<file path="src/rtl/id_pipe_stage_if.sv">
// ID/EX output bundle of the decode stage with its valid/ready handshake.
interface id_pipe_stage_if #(
  parameter int unsigned XLEN = 32
);
  logic            out_valid_o;
  logic            out_ready_i;
  logic [6:0]      aluop_o;
  logic [2:0]      alusel_o;
  logic [6:0]      alusel2_o;
  logic [XLEN-1:0] reg1_o;
  logic [XLEN-1:0] reg2_o;
  logic [4:0]      wd_o;
  logic            wreg_o;
  logic [XLEN-1:0] pc_o;
  logic            illegal_o;

  modport master (
    output out_valid_o, aluop_o, alusel_o, alusel2_o, reg1_o, reg2_o,
           wd_o, wreg_o, pc_o, illegal_o,
    input  out_ready_i
  );

  modport slave (
    input  out_valid_o, aluop_o, alusel_o, alusel2_o, reg1_o, reg2_o,
           wd_o, wreg_o, pc_o, illegal_o,
    output out_ready_i
  );
endinterface

</file>
<file path="src/rtl/id_pipe_stage.sv">
// RV32I decode stage (OP-IMM/OP/LUI/AUIPC) with prioritised forwarding,
// load-use stall detection and a valid/ready ID/EX output register.
module id_pipe_stage #(
  parameter int unsigned XLEN    = 32,
  parameter int unsigned NUM_FWD = 2,
  parameter int unsigned CNT_W   = 16
) (
  input  logic                    clk,
  input  logic                    rst,
  input  logic                    in_valid_i,
  output logic                    in_ready_o,
  input  logic [XLEN-1:0]         pc_i,
  input  logic [31:0]             inst_i,
  output logic                    reg1_read_o,
  output logic                    reg2_read_o,
  output logic [4:0]              reg1_addr_o,
  output logic [4:0]              reg2_addr_o,
  input  logic [XLEN-1:0]         reg1_data_i,
  input  logic [XLEN-1:0]         reg2_data_i,
  input  logic [NUM_FWD-1:0]      fwd_wreg_i,
  input  logic [NUM_FWD-1:0]      fwd_load_i,
  input  logic [5*NUM_FWD-1:0]    fwd_wd_i,
  input  logic [XLEN*NUM_FWD-1:0] fwd_wdata_i,
  input  logic                    flush_i,
  output logic [CNT_W-1:0]        stall_cnt_o,
  id_pipe_stage_if.master         ex_if
);

  typedef enum logic [6:0] {
    OPC_OP_IMM = 7'b0010011,
    OPC_OP     = 7'b0110011,
    OPC_LUI    = 7'b0110111,
    OPC_AUIPC  = 7'b0010111
  } opcode_e;

  typedef struct packed {
    logic [6:0]      aluop;
    logic [2:0]      alusel;
    logic [6:0]      alusel2;
    logic [XLEN-1:0] reg1;
    logic [XLEN-1:0] reg2;
    logic [4:0]      wd;
    logic            wreg;
    logic [XLEN-1:0] pc;
    logic            illegal;
  } bundle_t;

  logic [6:0] opcode;
  logic [2:0] funct3;
  logic [6:0] funct7;
  logic [4:0] rs1, rs2, rd;

  assign opcode = inst_i[6:0];
  assign rd     = inst_i[11:7];
  assign funct3 = inst_i[14:12];
  assign rs1    = inst_i[19:15];
  assign rs2    = inst_i[24:20];
  assign funct7 = inst_i[31:25];

  logic [XLEN-1:0] src1, src2;
  logic            ld1, ld2, hit1, hit2;

  // First matching channel wins; x0 is never forwarded and never stalls.
  always_comb begin
    src1 = reg1_data_i;
    src2 = reg2_data_i;
    ld1  = 1'b0;
    ld2  = 1'b0;
    hit1 = 1'b0;
    hit2 = 1'b0;
    for (int unsigned k = 0; k < NUM_FWD; k++) begin
      if (!hit1 && fwd_wreg_i[k] && (fwd_wd_i[5*k +: 5] == rs1)) begin
        hit1 = 1'b1;
        src1 = fwd_wdata_i[XLEN*k +: XLEN];
        ld1  = fwd_load_i[k];
      end
      if (!hit2 && fwd_wreg_i[k] && (fwd_wd_i[5*k +: 5] == rs2)) begin
        hit2 = 1'b1;
        src2 = fwd_wdata_i[XLEN*k +: XLEN];
        ld2  = fwd_load_i[k];
      end
    end
    if (rs1 == '0) begin
      src1 = '0;
      ld1  = 1'b0;
    end
    if (rs2 == '0) begin
      src2 = '0;
      ld2  = 1'b0;
    end
  end

  bundle_t         dec;
  logic            rd1, rd2, a_is_pc;
  logic [XLEN-1:0] imm;

  always_comb begin
    dec        = '0;
    dec.aluop  = opcode;
    dec.alusel = funct3;
    dec.wd     = rd;
    dec.pc     = pc_i;
    rd1        = 1'b0;
    rd2        = 1'b0;
    a_is_pc    = 1'b0;
    imm        = '0;
    case (opcode)
      OPC_OP_IMM: begin
        rd1      = 1'b1;
        dec.wreg = 1'b1;
        if (funct3 == 3'b001 || funct3 == 3'b101) imm = XLEN'(inst_i[24:20]);
        else                                      imm = XLEN'($signed(inst_i[31:20]));
        if (funct3 == 3'b101) dec.alusel2 = funct7;
      end
      OPC_OP: begin
        rd1      = 1'b1;
        rd2      = 1'b1;
        dec.wreg = 1'b1;
        if (funct3 == 3'b000 || funct3 == 3'b101) dec.alusel2 = funct7;
      end
      OPC_LUI: begin
        dec.wreg = 1'b1;
        imm      = XLEN'($signed({inst_i[31:12], 12'b0}));
      end
      OPC_AUIPC: begin
        dec.wreg = 1'b1;
        a_is_pc  = 1'b1;
        imm      = XLEN'($signed({inst_i[31:12], 12'b0}));
      end
      default: dec.illegal = 1'b1;
    endcase
    if (rd == '0) dec.wreg = 1'b0;
    dec.reg1 = a_is_pc ? pc_i : (rd1 ? src1 : '0);
    dec.reg2 = rd2 ? src2 : imm;
  end

  assign reg1_read_o = rd1;
  assign reg2_read_o = rd2;
  assign reg1_addr_o = rs1;
  assign reg2_addr_o = rs2;

  logic             hazard, stall;
  bundle_t          bundle_q, bundle_d;
  logic             valid_q, valid_d;
  logic [CNT_W-1:0] cnt_q, cnt_d;

  assign hazard     = (rd1 & ld1) | (rd2 & ld2);
  assign stall      = in_valid_i & hazard;
  assign in_ready_o = ~flush_i & ~stall & (~valid_q | ex_if.out_ready_i);

  always_comb begin
    valid_d  = valid_q;
    bundle_d = bundle_q;
    cnt_d    = cnt_q;
    if (flush_i) begin
      valid_d = 1'b0;
    end else if (in_valid_i && in_ready_o) begin
      valid_d  = 1'b1;
      bundle_d = dec;
    end else if (ex_if.out_ready_i) begin
      valid_d = 1'b0;
    end
    if (stall && !flush_i && (cnt_q != '1)) cnt_d = cnt_q + CNT_W'(1);
  end

  always_ff @(posedge clk) begin
    if (rst) begin
      valid_q  <= 1'b0;
      bundle_q <= '0;
      cnt_q    <= '0;
    end else begin
      valid_q  <= valid_d;
      bundle_q <= bundle_d;
      cnt_q    <= cnt_d;
    end
  end

  assign stall_cnt_o       = cnt_q;
  assign ex_if.out_valid_o = valid_q;
  assign ex_if.aluop_o     = bundle_q.aluop;
  assign ex_if.alusel_o    = bundle_q.alusel;
  assign ex_if.alusel2_o   = bundle_q.alusel2;
  assign ex_if.reg1_o      = bundle_q.reg1;
  assign ex_if.reg2_o      = bundle_q.reg2;
  assign ex_if.wd_o        = bundle_q.wd;
  assign ex_if.wreg_o      = bundle_q.wreg;
  assign ex_if.pc_o        = bundle_q.pc;
  assign ex_if.illegal_o   = bundle_q.illegal;

endmodule
</file>
<file path="src/flat_wrapper.sv">
// flat-port wrapper written by rule: the top's interface ports become plain ports
module id_pipe_stage_flat 
#(
  parameter int unsigned XLEN    = 32,
  parameter int unsigned NUM_FWD = 2,
  parameter int unsigned CNT_W   = 16
)
  (clk, rst, in_valid_i, in_ready_o, pc_i, inst_i, reg1_read_o, reg2_read_o, reg1_addr_o, reg2_addr_o, reg1_data_i, reg2_data_i, fwd_wreg_i, fwd_load_i, fwd_wd_i, fwd_wdata_i, flush_i, stall_cnt_o, ex_if_out_valid_o, ex_if_aluop_o, ex_if_alusel_o, ex_if_alusel2_o, ex_if_reg1_o, ex_if_reg2_o, ex_if_wd_o, ex_if_wreg_o, ex_if_pc_o, ex_if_illegal_o, ex_if_out_ready_i);
  id_pipe_stage_if #(.XLEN(XLEN)) ex_if_i ();
  input  logic clk;
  input  logic rst;
  input  logic in_valid_i;
  output logic in_ready_o;
  input  logic [XLEN-1:0] pc_i;
  input  logic [31:0] inst_i;
  output logic reg1_read_o;
  output logic reg2_read_o;
  output logic [4:0] reg1_addr_o;
  output logic [4:0] reg2_addr_o;
  input  logic [XLEN-1:0] reg1_data_i;
  input  logic [XLEN-1:0] reg2_data_i;
  input  logic [NUM_FWD-1:0] fwd_wreg_i;
  input  logic [NUM_FWD-1:0] fwd_load_i;
  input  logic [5*NUM_FWD-1:0] fwd_wd_i;
  input  logic [XLEN*NUM_FWD-1:0] fwd_wdata_i;
  input  logic flush_i;
  output logic [CNT_W-1:0] stall_cnt_o;
  output wire logic [$bits(ex_if_i.out_valid_o)-1:0] ex_if_out_valid_o;
  output wire logic [$bits(ex_if_i.aluop_o)-1:0] ex_if_aluop_o;
  output wire logic [$bits(ex_if_i.alusel_o)-1:0] ex_if_alusel_o;
  output wire logic [$bits(ex_if_i.alusel2_o)-1:0] ex_if_alusel2_o;
  output wire logic [$bits(ex_if_i.reg1_o)-1:0] ex_if_reg1_o;
  output wire logic [$bits(ex_if_i.reg2_o)-1:0] ex_if_reg2_o;
  output wire logic [$bits(ex_if_i.wd_o)-1:0] ex_if_wd_o;
  output wire logic [$bits(ex_if_i.wreg_o)-1:0] ex_if_wreg_o;
  output wire logic [$bits(ex_if_i.pc_o)-1:0] ex_if_pc_o;
  output wire logic [$bits(ex_if_i.illegal_o)-1:0] ex_if_illegal_o;
  input wire logic [$bits(ex_if_i.out_ready_i)-1:0] ex_if_out_ready_i;
  assign ex_if_out_valid_o = ex_if_i.out_valid_o;
  assign ex_if_aluop_o = ex_if_i.aluop_o;
  assign ex_if_alusel_o = ex_if_i.alusel_o;
  assign ex_if_alusel2_o = ex_if_i.alusel2_o;
  assign ex_if_reg1_o = ex_if_i.reg1_o;
  assign ex_if_reg2_o = ex_if_i.reg2_o;
  assign ex_if_wd_o = ex_if_i.wd_o;
  assign ex_if_wreg_o = ex_if_i.wreg_o;
  assign ex_if_pc_o = ex_if_i.pc_o;
  assign ex_if_illegal_o = ex_if_i.illegal_o;
  assign ex_if_i.out_ready_i = ex_if_out_ready_i;
  id_pipe_stage #(.XLEN(XLEN), .NUM_FWD(NUM_FWD), .CNT_W(CNT_W)) u_core (.clk(clk), .rst(rst), .in_valid_i(in_valid_i), .in_ready_o(in_ready_o), .pc_i(pc_i), .inst_i(inst_i), .reg1_read_o(reg1_read_o), .reg2_read_o(reg2_read_o), .reg1_addr_o(reg1_addr_o), .reg2_addr_o(reg2_addr_o), .reg1_data_i(reg1_data_i), .reg2_data_i(reg2_data_i), .fwd_wreg_i(fwd_wreg_i), .fwd_load_i(fwd_load_i), .fwd_wd_i(fwd_wd_i), .fwd_wdata_i(fwd_wdata_i), .flush_i(flush_i), .stall_cnt_o(stall_cnt_o), .ex_if(ex_if_i));
endmodule
</file>
<file path="config.mk">
export PLATFORM = sky130hd
export DESIGN_NAME = id_pipe_stage_flat
export DESIGN_NICKNAME = d
export VERILOG_FILES = /design/src/rtl/id_pipe_stage_if.sv /design/src/rtl/id_pipe_stage.sv /design/src/flat_wrapper.sv
export SDC_FILE = /design/constraint.sdc
export NUM_CORES = 1
export LEC_CHECK = 0
export ABC_CLOCK_PERIOD_IN_PS = 2450
export CAP_MARGIN = 15
export CORE_ASPECT_RATIO = 1.75
export CORE_MARGIN = 4
export CORE_UTILIZATION = 37
export CTS_BUF_LIST = sky130_fd_sc_hd__clkbuf_16
export CTS_CLUSTER_DIAMETER = 80
export DETAILED_ROUTE_END_ITERATION = 8
export GPL_TIMING_DRIVEN = 0
export PLACE_DENSITY_LB_ADDON = 0.15
export SETUP_SLACK_MARGIN = 0.15
export SLEW_MARGIN = 0
export SYNTH_ARGS = -nofsm -noshare
export SYNTH_HDL_FRONTEND = slang
export SYNTH_SLANG_ARGS = --single-unit
</file>
<file path="constraint.sdc">
create_clock -name clk -period 2.45 [get_ports clk]
set_clock_uncertainty 0.05 [all_clocks]
set_input_delay 0.49 -clock clk [delete_from_list [all_inputs] [get_ports clk]]
set_output_delay 0.49 -clock clk [all_outputs]
set_load 0.03 [all_outputs]
</file>
Word level (Yosys, flattened, before mapping)
Index checks and enable logic that the tools add are counted.
Widths: inputs -> output; s select.
Word-level totals
  input port bits: 211
  logic and storage cells: 87
  register bits: 137
  output and inout bits: 150
Cells by class
  multiplexer cells: 30
  equal/unequal tests: 11
  $add $sub $neg: 1
  bitwise logic cells: 10
  reductions and logical operators: 24
Operators by type and width (count)
  $mux 32: 10
  $pmux 32 s2: 1
  $eq 5x5->1: 4
  $add 16x1->16 const B: 1
  $mux 1: 16
  $ne 16x16->1 const B: 1
  $logic_not 5->1: 3
  $eq 7x5->1 const B: 2
  $eq 7x6->1 const B: 2
  $mux 7: 2
  $pmux 7 s2: 1
  $logic_and 1x1->1: 9
  $reduce_or 2->1: 3
  $and 1x1->1: 5
  $reduce_or 4->1: 1
  $eq 3x1->1 const B: 1
  $eq 3x3->1 const B: 1
  $logic_not 1->1: 3
  $logic_not 3->1: 1
  $not 1->1: 3
  $logic_or 1x1->1: 2
  $or 1x1->1: 2
  $reduce_and 2->1: 1
  $reduce_bool 2->1: 1

Longest topological paths before layout
Gate-level depths: netlist of run 1.
  depth in word-level cells: 16
  depth in mapped cells: 11
  depth with buffers taken out: 7

Worst setup path after synthesis of run 1
Ideal clock, no wire load.
  path kind: input port to output port
  from: input port inst_i[20]
  to: output port in_ready_o
  path buffers: 1
  setup slack: -0.525 ns
  data required time: 1.910 ns
  arrival: 2.435 ns
  stages: 7
  cells stage by stage: clkbuf_2 -> xnor2_1 -> nand4_1 -> or2_2 -> a41oi_2 -> o22ai_1 -> a211oi_1
On the way
  word-level cells in the longest chain between the ends: 14
  elaborated cells on any way between the ends: 17
  those cells by class: eq/ne (2); mux (4); bitwise (6); reduce/logical (5)
RTL lines
  start: declaration: line flat_wrapper.sv:15  | input logic [31:0] inst_i;
  $eq 5x5->1: line id_pipe_stage.sv:77  | if (!hit2 && fwd_wreg_i[k] && (fwd_wd_i[5*k +: 5] == rs2)) begin
  $logic_and 1x1->1: line id_pipe_stage.sv:77
  $mux 1: line id_pipe_stage.sv:77
  $logic_not 1->1: line id_pipe_stage.sv:77
  $logic_and 1x1->1 (2 in series): line id_pipe_stage.sv:77
  $mux 1: line id_pipe_stage.sv:77
  $mux 1 (*): line id_pipe_stage.sv:87  | if (rs2 == '0) begin
  $and 1x1->1 (*): line id_pipe_stage.sv:147  | assign hazard = (rd1 & ld1) | (rd2 & ld2);
  $or 1x1->1 (*): line id_pipe_stage.sv:147
  $and 1x1->1 (*): line id_pipe_stage.sv:148  | assign stall = in_valid_i & hazard;
  $not 1->1 (*): line id_pipe_stage.sv:149  | assign in_ready_o = ~flush_i & ~stall & (~valid_q | ex_if.out_ready_i);
  $and 1x1->1 (*) (2 in series): line id_pipe_stage.sv:149
  end: declaration: line flat_wrapper.sv:13  | output logic in_ready_o;
Mark *: on every way between the ends. The rest lies on a longest branch, timed or not.

Worst setup path after layout of run 1
  from: input port fwd_wd_i[3]
  to: output port in_ready_o
On the way
  word-level cells in the longest chain between the ends: 14
  elaborated cells on any way between the ends: 25
  those cells by class: eq/ne (2); mux (8); bitwise (7); reduce/logical (8)
RTL lines
  start: declaration: line flat_wrapper.sv:24  | input logic [5*NUM_FWD-1:0] fwd_wd_i;
  $eq 5x5->1 (on tied branches): line id_pipe_stage.sv:72, id_pipe_stage.sv:77
  $logic_and 1x1->1 (on tied branches): line id_pipe_stage.sv:72, id_pipe_stage.sv:77
  $mux 1 (on tied branches): line id_pipe_stage.sv:72, id_pipe_stage.sv:77
  $logic_not 1->1 (on tied branches): line id_pipe_stage.sv:72, id_pipe_stage.sv:77
  $logic_and 1x1->1 (on tied branches) (2 in series): line id_pipe_stage.sv:72, id_pipe_stage.sv:77
  $mux 1 (on tied branches): line id_pipe_stage.sv:72, id_pipe_stage.sv:77
  $mux 1 (on tied branches): line id_pipe_stage.sv:83, id_pipe_stage.sv:87
  $and 1x1->1: line id_pipe_stage.sv:147
  $or 1x1->1 (*): line id_pipe_stage.sv:147
  $and 1x1->1 (*): line id_pipe_stage.sv:148
  $not 1->1 (*): line id_pipe_stage.sv:149
  $and 1x1->1 (*) (2 in series): line id_pipe_stage.sv:149
Marks and branches as above.

==> results.toml, run 1 <==
[power]
switching_power_w = 0.00207
comb_power_share_pct = 26.6
leakage_nw = 5.61
p_clk_share_pct = 38.3
power_density_nw_per_um2 = 475
switching_share_pct = 30.1
seq_power_share_pct = 35.1
irDropWorstVdd_mv = 0.379
p_int_w = 0.00481
total_power_w = 0.00688

[timing]
finalSetupViolations = 128
finalCritPeriodShare_pct = 109
rsz0062_at_grt = "yes"
worst_hold_slack_ns = 0.412
slew_viol_final = 0
setup_slack_ns = -0.222
tightest_slew_ns = 1.40
fmax_mhz = 374
period_needed_ns = 2.67
slew_headroom_pct = 6.21
hold_viol = 0

[status]
violations = "negative setup slack"
outcome = "complete, but fails checks"

[clocking]
cts_buffer_depth = 2
cts_num_sinks = 137
cts_root_buffer = "clkbuf_16"
cts_buffers = 17
clk_pin_slew_ns = 0.06
htreeDepth = 4
clkLatencyLatePin_ns = 0.43
cts_tree = "built"

[floorplan]
dieHeight_um = 192
core-area_um2 = 19100
die_x_um = 113
placementRows = 67
io_pins = 361
die-area_um2 = 21700
start_util_pct = 37.4

[worst_setup_path]
arrival_ns = 2.13
crit_path_max_incr_delay_ns = 0.36
cp_top_family = "simple AND/OR/NAND/NOR gates"
worstSetupEndpointType = "primary output"
cp_max_fo = 4
cp.required_ns = 1.91
critPathLaunchType = "primary input"
critPathKind = "in2out"
worstPathCellList = "buf_8 > xor2_2 > nor4_2 > nand3_1 > mux2_4 > o22ai_4 > a211oi_4 > buf_6"
path_buf_inv = 2
slowest_stage = "mux2_4"

[cells_and_area]
finish.utilization_pct = 75.7
fillerInstances = 1357
drive_gt1_share_pct = 31.7
layoutNonFillerInstCount = 1603
regArea_um2 = 2750
layout_common_cells = "clkdlybuf4s50_1 (328), dfxtp_1 (132), a21oi_1 (91), mux2i_1 (65), nor2_4 (64)"
nNetsFinal = 1560
multi_input_area_um2 = 5580
layout_commonest_cell = "clkdlybuf4s50_1"
area_growth_pct = 102
final_area_um2 = 14500

[global_routing]
grt_usage_pct = 33.2
overflow = 0
grt_first_pass_wirelength_um = 54800
grt_antenna_before_repair = 1
grt_pass1_vias = 9089
grt_start_max_net_pins = 17

[synthesis]
ys.warnings.count = 0
syn-num-nets = 1131
syn_area_per_cell_um2 = 7.78
ys_ff_latch = 137
ys_seq_area_share_pct = 38.4
synth.cell_area_um2 = 7150
netlist_instances = 919
yosysTopAreaCellShare_pct = 38.4
yosysTopAreaCell = "dfxtp_1"
ys_top_cells_by_area = "dfxtp_1 (38%), a21oi_1 (11%), mux2i_1 (9.1%)"
synth_cell_types = 45

[routing]
vias = 9403
routedWlPerCell_um = 25.2
drtIter0Drc = 653
dr.pass1.iters = 5
drc_errors = 0
wirelength_um = 40400
postRouteAntennaNets = 0
viasPerCell = 5.87

[placed_design]
dp.cells = 1519
place_area_um2 = 11200
io_buffer_count = 358
dp_hpwl_um = 28600
place_congestion = 0.964

[job]
cap_violations = 0

[hold_path]
hold_class = "reg2reg"
[worst min-delay path, stage by stage (launching register included)]
cell and delay, ns:
dfxtp_1 0.31, nand2_1 0.07, a21oi_2 0.04
[cells in the mapped netlist]
master    instances
o311ai_0          2
and4_1            2
nand4_1           6
xnor2_1           8
mux2_4            1
buf_4            19
inv_1             6
o21ai_1           2
and2_1            3
or2_2             1
or3_1             9
o221a_2           1
o31a_1            1
a311oi_1          1
ha_1              1
o31ai_1           3
nand2_1         112
clkbuf_1         45
a31oi_1           1
nand2b_1          1
o221ai_4          1
clkbuf_2          1
nor3_1           52
mux2i_1          65
nor2b_1           3
nand3_1          18
o21ba_2           1
buf_6             1
o22ai_1           1
o211ai_1          4
o22a_2            1
buf_2            19
nor3b_1           1
dfxtp_1         137
and4bb_2          1
o21ai_0          70
nor2_1           78
a211oi_1         65
and3_1            1
xor2_1           13
and4b_1           1
or4_1             6
a41oi_2           1
nor4_1            3
a21oi_1         150
[timing repair]
action	in CTS	in global routing
hold buffers	0	0
gates resized for setup	324	293
pin swaps	37	81
buffers inserted	20	9
setup endpoints to repair	149	138
cloned	11	12
[final cells by class]
class | count | share of cell area, %
multi-input combinational | 691 | 38.6
timing repair buffer | 411 | 30.8
sequential | 137 | 19.0
buffer | 84 | 5.31
clock buffer | 17 | 2.94
tap | 241 | 2.08
clock inverter | 15 | 1.11
inverter | 6 | 0.173
antenna | 1 | 0.0173
[metal layers]
layer	share of wire, %	routed length (µm)	global-route usage [%]	vias up
met5	0	0	0	-
li1	-	-	-	4178
met4	7.2	2920	18.6	0
met2	51	20600	60.4	516
met1	34	13900	34.9	4559
met3	7.5	3020	7.35	150
[power groups by stage]
stage               registers [W]  logic (W)  clock network (W)
floorplan                 0.00262   0.000391                  0
global placement          0.00242    0.00135                  0
detailed placement        0.00243    0.00136                  0
CTS                       0.00240    0.00156            0.00264
global route              0.00243    0.00189            0.00273
finish                    0.00242    0.00183            0.00263
[kinds of logic (layout without fill, tap and decap cells)]
group / after synthesis / count (layout) / synth area share [%]
flops: 137 / 137 / 38.4
mux: 66 / 66 / 9.31
simple gates: 298 / 298 / 18.5
buf+inv: 91 / 533 / 6.23
xor+xnor: 21 / 21 / 2.57
fa+ha+maj: 1 / 1 / 0.175
compound gates: 305 / 305 / 24.8
other cells: 0 / 1 / 0
[state kept, by name, indices dropped and copies added (netlist names)]
name / cells
u_core.ex_if.aluop_o: 7
u_core.ex_if.illegal_o: 1
u_core.ex_if.reg1_o: 32
u_core.ex_if.out_valid_o: 1
u_core.ex_if.reg2_o: 32
u_core.ex_if.alusel2_o: 7
u_core.ex_if.wreg_o: 1
u_core.stall_cnt_o: 16
u_core.ex_if.wd_o: 5
u_core.ex_if.alusel_o: 3
u_core.ex_if.pc_o: 32
[through the flow]
step	TNS [ns]	setup WS (ns)
2_1_floorplan	0	0.0541
3_3_place_gp	-128.02	-1.28
3_5_place_dp	-133.72	-1.27
4_1_cts	-0.613	-0.178
5_1_grt	-14.03	-0.273
6_report	-9.30	-0.222
[path summary, 6_finish.rpt]
path                                      startpoint                                 end  slack, ns  cells past startpoint
setup / recovery                         fwd_wd_i[3]                          in_ready_o      -0.22                      8
hold / removal     u_core.ex_if.pc_o[6]$_SDFFE_PP0P_   u_core.ex_if.pc_o[6]$_SDFFE_PP0P_       0.41                      2
hold reg to reg    u_core.ex_if.pc_o[6]$_SDFFE_PP0P_   u_core.ex_if.pc_o[6]$_SDFFE_PP0P_       0.41                      2
setup reg to reg  u_core.stall_cnt_o[4]$_SDFFE_PP0P_  u_core.stall_cnt_o[0]$_SDFFE_PP0P_       0.20                      9
Note: power is estimated with default switching activity, not from simulation.
==> inputs of run 2 (changes only) <==
ABC_CLOCK_PERIOD_IN_PS = 2300   (was 2450)
CORE_MARGIN = 2   (was 4)
SETUP_SLACK_MARGIN = 0.3   (was 0.15)
clock period = 2.3 ns   (was 2.45 ns; I/O delays follow)
==> results.toml, run 2 (same netlist as run 1, synthesis figures left out) <==
[status]
violations = "negative setup slack"
outcome = "complete, but fails checks"

[timing]
rsz0062_at_grt = "yes"
tightest_slew_ns = 0.850
slew_viol_final = 0
setup_slack_ns = -0.281
slew_headroom_pct = 43.4
finalCritPeriodShare_pct = 112
finalSetupViolations = 128
period_needed_ns = 2.58
worst_hold_slack_ns = 0.230
fmax_mhz = 387
hold_viol = 0

[clocking]
cts_buffer_depth = 2
cts_root_buffer = "clkbuf_16"
htreeDepth = 4
hold_buffers = 0
clkLatencyLatePin_ns = 0.43
cts_num_sinks = 137
cts_tree = "built"
cts_buffers = 17
clk_pin_slew_ns = 0.06

[placed_design]
place_congestion = 0.934
dp_hpwl_um = 27300
io_buffer_count = 358
pre_cts_ws_ns = -1.38
place_area_um2 = 11200

[worst_setup_path]
crit_path_max_incr_delay_ns = 0.36
critPathKind = "in2out"
slowest_stage = "mux2_4"
worstPathCellList = "buf_8 > xor2_2 > nor4_2 > nand3_1 > mux2_4 > o22ai_4 > a211oi_4 > buf_6"
arrival_ns = 2.07
cp_max_fo = 4
worstSetupEndpointType = "primary output"
critPathLaunchType = "primary input"
cp.required_ns = 1.79

[cells_and_area]
nNetsFinal = 1547
layout_commonest_cell = "clkdlybuf4s50_1"
layout_common_cells = "clkdlybuf4s50_1 (235), dfxtp_1 (131), a21oi_1 (94), nand2_1 (65), mux2i_1 (65)"
area_growth_pct = 95.8
drive_gt1_share_pct = 29.3
finish.utilization_pct = 73.5
final_area_um2 = 14000

[routing]
viasPerCell = 5.77
wirelength_um = 38700
vias = 9179
postRouteAntennaNets = 0
routedWlPerCell_um = 24.3
drc_errors = 0
drtIter0Drc = 544
dr.pass1.iters = 7

[power]
comb_power_share_pct = 25.7
leakage_nw = 6.45
power_density_nw_per_um2 = 502
seq_power_share_pct = 36.5
irDropWorstVdd_mv = 0.367
p_int_w = 0.00482
switching_share_pct = 31.3
p_clk_share_pct = 37.7
switching_power_w = 0.00220

[floorplan]
placementRows = 67
core-area_um2 = 19000
die-area_um2 = 20500
start_util_pct = 37.6
die_x_um = 109
dieHeight_um = 188
io_pins = 361

[global_routing]
grt_first_pass_wirelength_um = 50600
grt_usage_pct = 33.3
grt_pass1_vias = 8482
overflow = 0
grt_start_max_net_pins = 17
grt_antenna_before_repair = 2

[job]
cap_violations = 0

[hold_path]
hold_class = "in2reg"
-- run 2: changes by cell type in the layout (fill, tap and decap cells not counted), sizes merged, moves of 2 or more --
cell / previous run / this run
buf: 97 / 85
bufinv: 3 / 1
clkbuf: 72 / 78
clkdlybuf4s15: 1 / 3
clkdlybuf4s50: 328 / 235
dlygate4sd2: 14 / 46
dlymetal6s2s: 0 / 52
-- run 2: worst paths after layout --
check | from | cells past startpoint | slack [ns] | endpoint
min | inst_i[1] | 3 | 0.23 | u_core.ex_if.aluop_o[1]$_SDFFE_PP0P_
max reg2reg | u_core.stall_cnt_o[9]$_SDFFE_PP0P_ | 8 | 0.06 | u_core.stall_cnt_o[1]$_SDFFE_PP0P_
min reg2reg | u_core.ex_if.wreg_o$_SDFFE_PP0P_ | 2 | 0.42 | u_core.ex_if.wreg_o$_SDFFE_PP0P_
max | fwd_wd_i[1] | 8 | -0.28 | in_ready_o
-- run 2: power by group through the flow --
stage,Clock (W),Combinational (W),Sequential [W]
6_report,0.00265,0.00181,0.00257
5_1_grt,0.00275,0.00187,0.00258
4_1_cts,0.00264,0.00149,0.00254
3_5_place_dp,0,0.00145,0.00259
3_3_place_gp,0,0.00144,0.00258
2_1_floorplan,0,0.000424,0.00279
-- run 2: per-stage QoR --
| stage | instances | TNS, ns | power [W] |
|---|---|---|---|
| 6_report | 1591 | -17.81 | 0.00702 |
| 5_1_grt | 1591 | -20.09 | 0.00720 |
| 3_3_place_gp | 1518 | -151.81 | 0.00402 |
| 2_1_floorplan | 919 | -0.196 | 0.00322 |
| 4_1_cts | 1565 | -12.77 | 0.00666 |
| 3_5_place_dp | 1518 | -158.71 | 0.00404 |
-- run 2: metal layers --
layer / share of wire, % / global-route usage [%] / routed length, µm
met5: 0 / 0 / 0
met4: 6.1 / 17.2 / 2360
met3: 7.8 / 7.65 / 3010
met2: 51 / 59.8 / 19900
met1: 35 / 35.2 / 13500
-- run 2: worst max-delay path: cells and delay by family --
kind | cells | cell delay, ns
AND/OR/NAND/NOR | 2 | 0.49
buffers and inverters | 2 | 0.25
AO/OA/AOI/OAI | 2 | 0.35
XOR/XNOR | 1 | 0.16
multiplexers | 1 | 0.36
-- run 2: timing repair --
item | in CTS | in global routing
pin swaps | 18 | 83
resized for setup | 207 | 427
buffers inserted | 13 | 11
gates cloned | 2 | 14
setup endpoints to repair | 183 | 160
-- run 2: area by class of cell --
cell class                 count  area [µm²]
antenna                        2        5.00
buffer                        84         663
clock buffer                  17         425
clock inverter                15         126
fill                        1423        5030
inverter                       6        25.0
multi-input combinational    691        5430
sequential                   137        2760
tap                          241         302
timing repair buffer         398        4270
==> inputs of run 3 (changes only) <==
CORE_MARGIN = 5   (was 2)
CTS_CLUSTER_SIZE = 20   (was default)
HOLD_SLACK_MARGIN = 0.06   (was default)
==> results.toml, run 3 (same netlist as run 1, synthesis figures left out) <==
[clocking]
htreeDepth = 4
cts_num_sinks = 137
clk_pin_slew_ns = 0.06
cts_tree = "built"
cts_buffer_depth = 2
cts_root_buffer = "clkbuf_16"
clkLatencyLatePin_ns = 0.43
hold_buffers = 0
cts_buffers = 17

[timing]
finalCritPeriodShare_pct = 110
slew_headroom_pct = 41.7
rsz0062_at_grt = "yes"
worst_hold_slack_ns = 0.208
tightest_slew_ns = 0.869
slew_viol_final = 0
hold_viol = 0
setup_slack_ns = -0.229
period_needed_ns = 2.53
fmax_mhz = 395
finalSetupViolations = 122

[placed_design]
io_buffer_count = 358
dp_hpwl_um = 28700
place_congestion = 0.947

[worst_setup_path]
worstPathCellList = "buf_12 > xor2_1 > nor4_1 > nand3_1 > mux2_4 > o22ai_4 > a211oi_4 > buf_6"
slowest_stage = "mux2_4"
critPathLaunchType = "primary input"
worstSetupEndpointType = "primary output"
arrival_ns = 2.02
critPathKind = "in2out"
cp.required_ns = 1.79
cp_max_fo = 4
cp_top_family = "simple AND/OR/NAND/NOR gates"
crit_path_max_incr_delay_ns = 0.36
path_buf_inv = 2

[routing]
postRouteAntennaNets = 0
wirelength_um = 37700
drtIter0Drc = 480
dr.pass1.iters = 5
routedWlPerCell_um = 23.7
drc_errors = 0
viasPerCell = 5.56
vias = 8868

[status]
outcome = "complete, but fails checks"
violations = "negative setup slack"

[job]
cap_violations = 0

[floorplan]
die_x_um = 115
dieHeight_um = 194
die-area_um2 = 22300
start_util_pct = 37.4
io_pins = 361
placementRows = 67
core-area_um2 = 19100

[power]
comb_power_share_pct = 24.0
p_clk_share_pct = 39.3
power_density_nw_per_um2 = 531
leakage_nw = 5.62
seq_power_share_pct = 36.6
switching_share_pct = 28.5
irDropWorstVdd_mv = 0.429
p_int_w = 0.00496
switching_power_w = 0.00198

[cells_and_area]
layout_commonest_cell = "clkdlybuf4s50_1"
finish.utilization_pct = 68.5
regArea_um2 = 2750
multi_input_area_um2 = 4600
fillerInstances = 1592
layout_common_cells = "clkdlybuf4s50_1 (272), a21oi_1 (138), dfxtp_1 (132), nand2_1 (107)"
area_growth_pct = 83.1
drive_gt1_share_pct = 20.4
nNetsFinal = 1549

[global_routing]
grt_start_max_net_pins = 17
grt_first_pass_wirelength_um = 53200
grt_usage_pct = 31.7
overflow = 0
grt_antenna_before_repair = 4
grt_pass1_vias = 8749

[hold_path]
hold_class = "in2reg"
## run 3: changes by cell type in the layout (fill, tap and decap cells not counted), sizes merged
| cell | change |
|---|---|
| inv | +1 |
| clkdlybuf4s50 | +37 |
| clkinv | -1 |
| clkinvlp | -2 |
| diode | +1 |
| bufbuf | +1 |
| bufinv | +2 |
| dlymetal6s2s | -22 |
| clkbuf | -10 |
| dlygate4sd2 | -13 |
| buf | +9 |
## run 3: power by group through the flow
stage          logic [W]  registers, W  clock network [W]
3_3_place_gp     0.00145       0.00258                  0
3_5_place_dp     0.00146       0.00259                  0
6_report         0.00167       0.00254            0.00273
2_1_floorplan   0.000424       0.00279                  0
5_1_grt          0.00174       0.00256            0.00285
4_1_cts          0.00154       0.00254            0.00274
## run 3: stage by stage
stage,TNS [ns],setup slack (ns),total power [W],cells,instance area (µm²)
floorplan,-0.196,-0.0359,0.00322,919,7310
global placement,-156.12,-1.39,0.00403,1518,11200
CTS,-2.64,-0.216,0.00682,1579,12300
finish,-9.54,-0.229,0.00694,1594,13100
detailed placement,-154.02,-1.35,0.00404,1519,11200
global route,-15.58,-0.257,0.00715,1594,13100
## run 3: final cells by class
cell class / count / share of cell area, %
diodes: 3 / 0.0574
plain buffers: 84 / 5.51
clock buffers: 17 / 3.25
clock inverters: 15 / 1.09
inverters: 6 / 0.191
multi-input cells: 691 / 35.1
flip-flops and latches: 137 / 21.0
well taps: 241 / 2.30
repair buffers: 400 / 31.5
## run 3: timing repair
item	CTS	global route
gates cloned	3	7
setup buffers	26	5
resized for setup	241	152
pin swaps	32	39
endpoints found under the setup margin	185	189
## run 3: metal layers
| metal | vias to the layer above | part of all wire, % | GRT usage (%) |
|---|---|---|---|
| li1 | 4147 | - | - |
| met1 | 4205 | 34 | 33.6 |
| met2 | 405 | 52 | 55.7 |
| met3 | 109 | 7.8 | 7.93 |
| met4 | 2 | 5.8 | 17.8 |
| met5 | - | 0.019 | 0 |
## run 3: worst paths after layout
kind         cells after the start                               start                                   end  slack [ns]
max                              8                          inst_i[16]                            in_ready_o       -0.23
min                              3                           inst_i[3]  u_core.ex_if.aluop_o[3]$_SDFFE_PP0P_        0.21
max reg2reg                      8  u_core.stall_cnt_o[8]$_SDFFE_PP0P_    u_core.stall_cnt_o[1]$_SDFFE_PP0P_        0.17
min reg2reg                      2  u_core.ex_if.pc_o[12]$_SDFFE_PP0P_    u_core.ex_if.pc_o[12]$_SDFFE_PP0P_        0.40
## run 3: worst register-to-register path: stages, from the launching register on
cell and delay [ns]:
dfxtp_1 0.44, and4_1 0.28, nand2_1 0.13, o311ai_2 0.34, o22a_4 0.21, buf_6 0.15, buf_6 0.16, mux2i_1 0.19
nor2_1 0.05
